### src/rtl/fib_hash_if.sv
// Request/response bundle between the FIB and the prefix hasher.
// The FIB is the master: it drives the prefix, the length and the request strobe.
interface fib_hash_if;
    logic [63:0] hash_prefix_in;
    logic [5:0]  hash_len_in;
    logic        hash_req;
    logic        hash_ready;
    logic [9:0]  hash;
    logic        hash_valid;

    modport master (
        output hash_prefix_in,
        output hash_len_in,
        output hash_req,
        input  hash_ready,
        input  hash,
        input  hash_valid
    );

    modport slave (
        input  hash_prefix_in,
        input  hash_len_in,
        input  hash_req,
        output hash_ready,
        output hash,
        output hash_valid
    );
endinterface

### src/rtl/fib_hash.sv
// Multi-cycle 10-bit prefix hash: one byte folded into a rotating accumulator per cycle.
// A result takes 8 cycles after acceptance and is announced by a one-cycle hash_valid pulse.
module fib_hash #(
    parameter logic [9:0] HASH_SEED = 10'h2A5
) (
    input logic        clk,
    input logic        rst,
    fib_hash_if.slave  bus
);

    typedef enum logic [1:0] {StIdle, StHash, StDone} state_e;

    state_e      state_q;
    logic [63:0] prefix_q;
    logic [5:0]  len_q;
    logic [9:0]  acc_q;
    logic [2:0]  cnt_q;
    logic [9:0]  hash_q;
    logic        hash_valid_q;

    logic [63:0] len_mask;
    logic [63:0] prefix_masked;
    logic [7:0]  cur_byte;
    logic [9:0]  acc_next;

    // Masking the latched copy is equivalent to masking at capture, since neither changes
    // while a hash is in flight; bit 63 is never significant because len tops out at 63.
    always_comb begin
        len_mask      = (64'd1 << len_q) - 64'd1;
        prefix_masked = prefix_q & len_mask;
        cur_byte      = prefix_masked[{cnt_q, 3'b000} +: 8];
        acc_next      = {acc_q[6:0], acc_q[9:7]} ^ {2'b00, cur_byte};
    end

    always_ff @(posedge clk or negedge rst) begin
        if (!rst) begin
            state_q      <= StIdle;
            prefix_q     <= 64'd0;
            len_q        <= 6'd0;
            acc_q        <= 10'd0;
            cnt_q        <= 3'd0;
            hash_q       <= 10'd0;
            hash_valid_q <= 1'b0;
        end else begin
            hash_valid_q <= 1'b0;
            case (state_q)
                StHash: begin
                    acc_q <= acc_next;
                    cnt_q <= cnt_q + 3'd1;
                    if (cnt_q == 3'd7) begin
                        hash_q       <= acc_next;
                        hash_valid_q <= 1'b1;
                        state_q      <= StDone;
                    end
                end
                // Idle and Done accept identically; without a request both settle in Idle.
                default: begin
                    if (bus.hash_req) begin
                        prefix_q <= bus.hash_prefix_in;
                        len_q    <= bus.hash_len_in;
                        acc_q    <= HASH_SEED ^ {4'b0000, bus.hash_len_in};
                        cnt_q    <= 3'd0;
                        state_q  <= StHash;
                    end else begin
                        state_q  <= StIdle;
                    end
                end
            endcase
        end
    end

    assign bus.hash       = hash_q;
    assign bus.hash_valid = hash_valid_q;
    assign bus.hash_ready = (state_q == StIdle) || (state_q == StDone);

endmodule
### src/flat_wrapper.sv
// flat-port wrapper written by rule: the top's interface ports become plain ports
module fib_hash_flat 
#(
    parameter logic [9:0] HASH_SEED = 10'h2A5
)
  (clk, rst, bus_hash_prefix_in, bus_hash_len_in, bus_hash_req, bus_hash_ready, bus_hash, bus_hash_valid);
  fib_hash_if bus_i ();
  input logic clk;
  input logic rst;
  input wire logic [$bits(bus_i.hash_prefix_in)-1:0] bus_hash_prefix_in;
  input wire logic [$bits(bus_i.hash_len_in)-1:0] bus_hash_len_in;
  input wire logic [$bits(bus_i.hash_req)-1:0] bus_hash_req;
  output wire logic [$bits(bus_i.hash_ready)-1:0] bus_hash_ready;
  output wire logic [$bits(bus_i.hash)-1:0] bus_hash;
  output wire logic [$bits(bus_i.hash_valid)-1:0] bus_hash_valid;
  assign bus_i.hash_prefix_in = bus_hash_prefix_in;
  assign bus_i.hash_len_in = bus_hash_len_in;
  assign bus_i.hash_req = bus_hash_req;
  assign bus_hash_ready = bus_i.hash_ready;
  assign bus_hash = bus_i.hash;
  assign bus_hash_valid = bus_i.hash_valid;
  fib_hash #(.HASH_SEED(HASH_SEED)) u_core (.clk(clk), .rst(rst), .bus(bus_i));
endmodule
### config.mk
export PLATFORM = sky130hd
export DESIGN_NAME = fib_hash_flat
export DESIGN_NICKNAME = d
export VERILOG_FILES = /design/src/rtl/fib_hash_if.sv /design/src/rtl/fib_hash.sv /design/src/flat_wrapper.sv
export SDC_FILE = /design/constraint.sdc
export NUM_CORES = 1
export LEC_CHECK = 0
export CORE_MARGIN = 3
export CORE_UTILIZATION = 56
export DETAILED_ROUTE_END_ITERATION = 8
export PLACE_DENSITY = 0.92
export SYNTH_ARGS = -nofsm -noshare
export SYNTH_HDL_FRONTEND = slang
export SYNTH_SLANG_ARGS = --single-unit
### constraint.sdc
create_clock -name clk -period 4.1 [get_ports clk]
set_input_delay 0.82 -clock clk [delete_from_list [all_inputs] [get_ports clk]]
set_output_delay 0.82 -clock clk [all_outputs]
set_load 0.01 [all_outputs]
[Word level (Yosys, flattened, before mapping)]
Index checks and enable logic that the tools add are counted.
Word-level totals
  bits in registers: 96
  output and inout port bits: 12
  word-level logic and storage cells: 33
Operators by class
  add/sub/neg operators: 2
  equality and inequality tests: 4
  shifts and indexed selects: 2
  multiplexer cells: 9
  bitwise gates (word level): 4
  reduce and logical (&&, ||, !) cells: 5
Operators with widths (number)
  $and 64x64->64: 1
  $shiftx 64x7->8: 1
  $shl 1x6->64 const A: 1
  $sub 64x1->64 const B: 1
  $mux 10: 2
  $xor 10x8->10: 1
  $mux 3: 2
  $not 3->5: 1
  $mux 2: 2
  $reduce_and 2->1: 2
  $add 3x1->3 const B: 1
  $eq 3x3->1 const B: 1
  $mux 1: 3
  $eq 2x1->1 const B: 1
  $eq 2x2->1 const B: 1
  $logic_not 2->1: 1
  $ne 2x1->1 const B: 1
  $reduce_bool 2->1: 1
  $logic_or 1x1->1: 1
  $not 1->1: 1

[Depth between registers and ports, before layout]
  depth in word-level cells: 6
  mapped depth: 16
  depth with buffers taken out: 11

[Least setup slack after synthesis]
No wires, ideal clock.
  path type: register to register
  start point: reg u_core.len_q[2]
  end point: reg u_core.acc_q[4]
  arrival time: 3.498 ns
  required time: 3.980 ns
  path slack: 0.483 ns
  stages on the path, launching flop included: 16
  path buffers: 5
  cells stage by stage: dfrtp_1 > buf_4 > clkbuf_1 > buf_2 > buf_1 > nor3_1 > nand2_1 > ha_1 > o21ai_2 > a2111o_1 > buf_6 > o31a_1 > o211a_1 > o311a_1 > or3_1 > a31o_1
Between the ends
  word-level cells in the longest chain between the ends: 6
RTL lines
  start: declaration: RTL line fib_hash.sv:15  | logic [5:0] len_q;
  start signal: assignment: RTL line fib_hash.sv:60  | len_q <= bus.hash_len_in;
  $shl 1x6->64: RTL line fib_hash.sv:29  | len_mask = (64'd1 << len_q) - 64'd1;
  $sub 64x1->64: RTL line fib_hash.sv:29
  $and 64x64->64: RTL line fib_hash.sv:30  | prefix_masked = prefix_q & len_mask;
  $shiftx 64x7->8: RTL line fib_hash.sv:31  | cur_byte = prefix_masked[{cnt_q, 3'b000} +: 8];
  $xor 10x8->10: RTL line fib_hash.sv:32  | acc_next = {acc_q[6:0], acc_q[9:7]} ^ {2'b00, cur_byte};
  $mux 10: RTL line fib_hash.sv:46  | case (state_q)
  end signal: assignment: RTL line fib_hash.sv:48  | acc_q <= acc_next;
  end signal: assignment: RTL line fib_hash.sv:61  | acc_q <= HASH_SEED ^ {4'b0000, bus.hash_len_in};
  end: declaration: RTL line fib_hash.sv:16  | logic [9:0] acc_q;
No other way between the ends.
A chain may end at the register's enable or synchronous reset.

[Final worst setup path]
  start point: reg u_core.len_q[3]
  end point: reg u_core.acc_q[6]
The elaborated chain is that of the path after synthesis.

==> flow_summary.json <==
{
  "status": "complete, no violations",
  "max_stage_delay_ns": 0.67,
  "r2r_cells": 11,
  "cp-start-kind": "register",
  "hp-class": "reg -> reg",
  "grt_pass1_vias": 5842,
  "track_usage_pct": 36.35,
  "hold_end": "u_core.bus.hash[5]",
  "die_w_microns": 110.3,
  "vias": 6025,
  "overflow": 0,
  "cts_tree": "done",
  "rows": 37,
  "n_fill_cell": 807,
  "critPathRequiredTime_ns": 4.34,
  "clkPwrFrac_pct": 10.2,
  "power.leakage_nw": 2.942,
  "worstReg2RegEnd": "u_core.acc_q[6]",
  "rsz0062_at_grt": "false",
  "synthTopCellsByCount": "dfrtp_1 (95), mux2_2 (72), nand2_1 (64)",
  "postRouteAntennaNets": 0,
  "drc": 0,
  "wire_per_inst_microns": 24.44,
  "p_per_area_mw_per_mm2": 898.4,
  "via_per_inst": 6.878,
  "clock_skew_ns": 0.01895,
  "switchingPower_w": 0.003183,
  "area_delta_synth_final_pct": 21.06,
  "syn_nets": 734,
  "crit_type": "reg -> reg",
  "path_cells": "nor2_1 -> nand4_1 -> ha_1 -> o21ai_2 -> a2111oi_0 -> buf_4 -> xnor2_1 -> a2111oi_0 -> o22ai_1 -> xnor2_1 -> o21ai_0",
  "hold_buffers": 0,
  "path_delay_family": "compound AO/OA/AOI/OAI gates",
  "post-synth-top-area-fraction_pct": 39.03,
  "crit_slowest_cell": "dfrtp_1",
  "cts-root-buf": "clkbuf_8",
  "fmax_mhz": 269.6,
  "fin_tns_setup_ns": 0,
  "p_comb_share_pct": 61.7,
  "h-tree-depth": 3,
  "synth.area.top_cells": "dfrtp_1 (39%), mux2_2 (13%), nand2_1 (3.9%)",
  "worstHoldStart": "u_core.bus.hash[5]",
  "path_buf_inv": 1,
  "pin_count": 85,
  "drive_above_1_share_pct": 19.86,
  "dieArea_sq_mm": 0.01216,
  "ys_ff_latch": 95,
  "place_congestion": 1.033,
  "syn_area_per_cell_sq_um": 9.257,
  "hold_violations": 0,
  "clock_sinks": 95,
  "synthDistinctLibCells": 77,
  "post_cts.repair.setup_buffers": 0,
  "start_util_pct": 58.22,
  "antenna_found_initial": 0,
  "r2r_slack_ns": 0.39,
  "crit_path_max_fanout": 14,
  "grt_pass1_wl_mm": 32.98,
  "postRouteWirelength_mm": 21.41,
  "min_path_cells": 2,
  "synth_ff_type": "dfrtp_1",
  "seqPwrFrac_pct": 28.1,
  "yosysMostFrequentCell": "dfrtp_1",
  "synthArstFlopShare_pct": 100.0,
  "drv_cap": 0,
  "ys_seq_area_share_pct": 39.03,
  "grt_max_degree": 81,
  "port_buffers": 83,
  "drtIter0Drc": 963,
  "n_antenna_cell": 0,
  "fin_cells": 876,
  "synth_top_cell_by_area": "dfrtp_1",
  "intPower_w": 0.003442,
  "post-place-cells": 860,
  "setup_viol": 0,
  "netSwitchingFraction_pct": 48.04,
  "cts.repair.resized": 0,
  "relSlewSlack_pct": 33.47,
  "dp_hpwl_mm": 15.66,
  "slew_viol_final": 0,
  "arrival_ns": 3.95,
  "tightest_slew_ns": 0.9980,
  "end_kind": "register",
  "dr.pass1.iters": 5,
  "netlist_instances": 658,
  "period_needed_ns": 3.709,
  "syn_area_sq_mm": 0.006091,
  "vdd_drop_max_v": 0.0005667,
  "insertion_delay_ns": 0.39,
  "clk_path_buf_depth": 2,
  "fin_crit_sh_pct": 90.46,
  "core_sq_mm": 0.01046,
  "yosysWarnings": 0,
  "clk_pin_slew_ns": 0.11,
  "dieHeight_microns": 110.3,
  "rr_startpoint": "u_core.len_q[3]",
  "nets": 811,
  "synth_edf_count": 0,
  "cts_buffers": 9
}
==> flip-flops by register name (all words and copies together), names as in the netlist <==
| register | flops |
|---|---|
| u_core.bus.hash | 10 |
| u_core.prefix_q | 63 |
| u_core.bus.hash_valid | 1 |
| u_core.acc_q | 10 |
| u_core.state_q | 2 |
| u_core.cnt_q | 3 |
| u_core.len_q | 6 |
==> layout make-up <==
class | instances | area [sq um] | area share, %
Sequential cell | 95 | 2377 | 32.24
Tap cell | 136 | 170.2 | 2.308
Inverter | 10 | 37.54 | 0.5091
Timing Repair Buffer | 130 | 1181 | 16.02
Clock buffer | 10 | 137.6 | 1.867
Clock inverter | 6 | 75.07 | 1.018
Multi-Input combinational cell | 489 | 3395 | 46.04
==> stage by stage <==
step | hold WS (ns) | power, W | instance area (sq um) | util, % | worst slack, ns
2_1_floorplan | 0.4612 | 0.004339 | 6091 | - | 0.4828
3_3_place_gp | 0.4612 | 0.005658 | 7161 | 68.44 | 0.6343
3_5_place_dp | 0.4757 | 0.005772 | 7161 | 68.44 | 0.5493
4_1_cts | 0.4997 | 0.006468 | 7373 | 70.47 | 0.4855
5_1_grt | 0.5227 | 0.006948 | 7373 | 70.47 | 0.1770
6_report | 0.4968 | 0.006624 | 7373 | 70.47 | 0.3913
==> routing by layer <==
metal	track usage [%]	up-vias	wire length, microns
met5	0	-	0
met3	8.212	84	2426
met4	15.92	0	858
li1	-	2620	-
met2	54.55	417	9631
met1	50.41	2904	8495
==> power by group through the flow <==
stage | logic (W) | clock network (W) | registers, W
2_1_floorplan | 0.00270 | 0 | 0.00164
3_3_place_gp | 0.00384 | 0 | 0.00182
3_5_place_dp | 0.00392 | 0 | 0.00185
4_1_cts | 0.00395 | 0.000684 | 0.00183
5_1_grt | 0.00433 | 0.000720 | 0.00190
6_report | 0.00409 | 0.000675 | 0.00186
==> kinds of logic (layout without fill, tap and decap cells) <==
| logic type | count (synthesis) | in the layout | synth area share (%) |
|---|---|---|---|
| and+or+nand+nor | 216 | 216 | 18.32 |
| AOI/OAI and AO/OA | 173 | 173 | 19.66 |
| DFF | 95 | 95 | 39.03 |
| muxes | 80 | 80 | 14.63 |
| buffers and inverters | 74 | 156 | 5.279 |
| xor gates and xnor gates | 16 | 16 | 2.301 |
| adders and majority gates | 4 | 4 | 0.7807 |
==> worst max-delay path by stage <==
stage	start	endpoint	slack [ns]	cells after the start
floorplan	u_core.len_q[2]	u_core.acc_q[4]	0.48	15
global placement	u_core.len_q[2]	u_core.bus.hash[6]	0.63	10
detailed placement	u_core.len_q[2]	u_core.acc_q[6]	0.55	10
CTS	u_core.len_q[2]	u_core.acc_q[6]	0.49	10
global route	u_core.len_q[2]	u_core.bus.hash[6]	0.18	11
finish	u_core.len_q[3]	u_core.acc_q[6]	0.39	11
==> worst min-delay path, stage by stage, from the launching register on <==
cell	delay, ns
dfrtp_1	0.35
nand2_1	0.05
o21ai_0	0.06
==> placed cells by master (no fill, tap or decap), drive strengths merged, types with 11 or more instances in the layout <==
| master | count |
|---|---|
| o211ai | 11 |
| nor4 | 11 |
| nor2b | 11 |
| nand2 | 64 |
| dfrtp | 95 |
| buf | 48 |
| a31oi | 15 |
| mux2 | 72 |
| clkdlybuf4s50 | 82 |
| a21oi | 29 |
| xnor2 | 13 |
| o21ai | 34 |
| nand4 | 14 |
| nand3 | 25 |
| nor2 | 35 |
No activity file was read; power rests on OpenSTA's default activity.
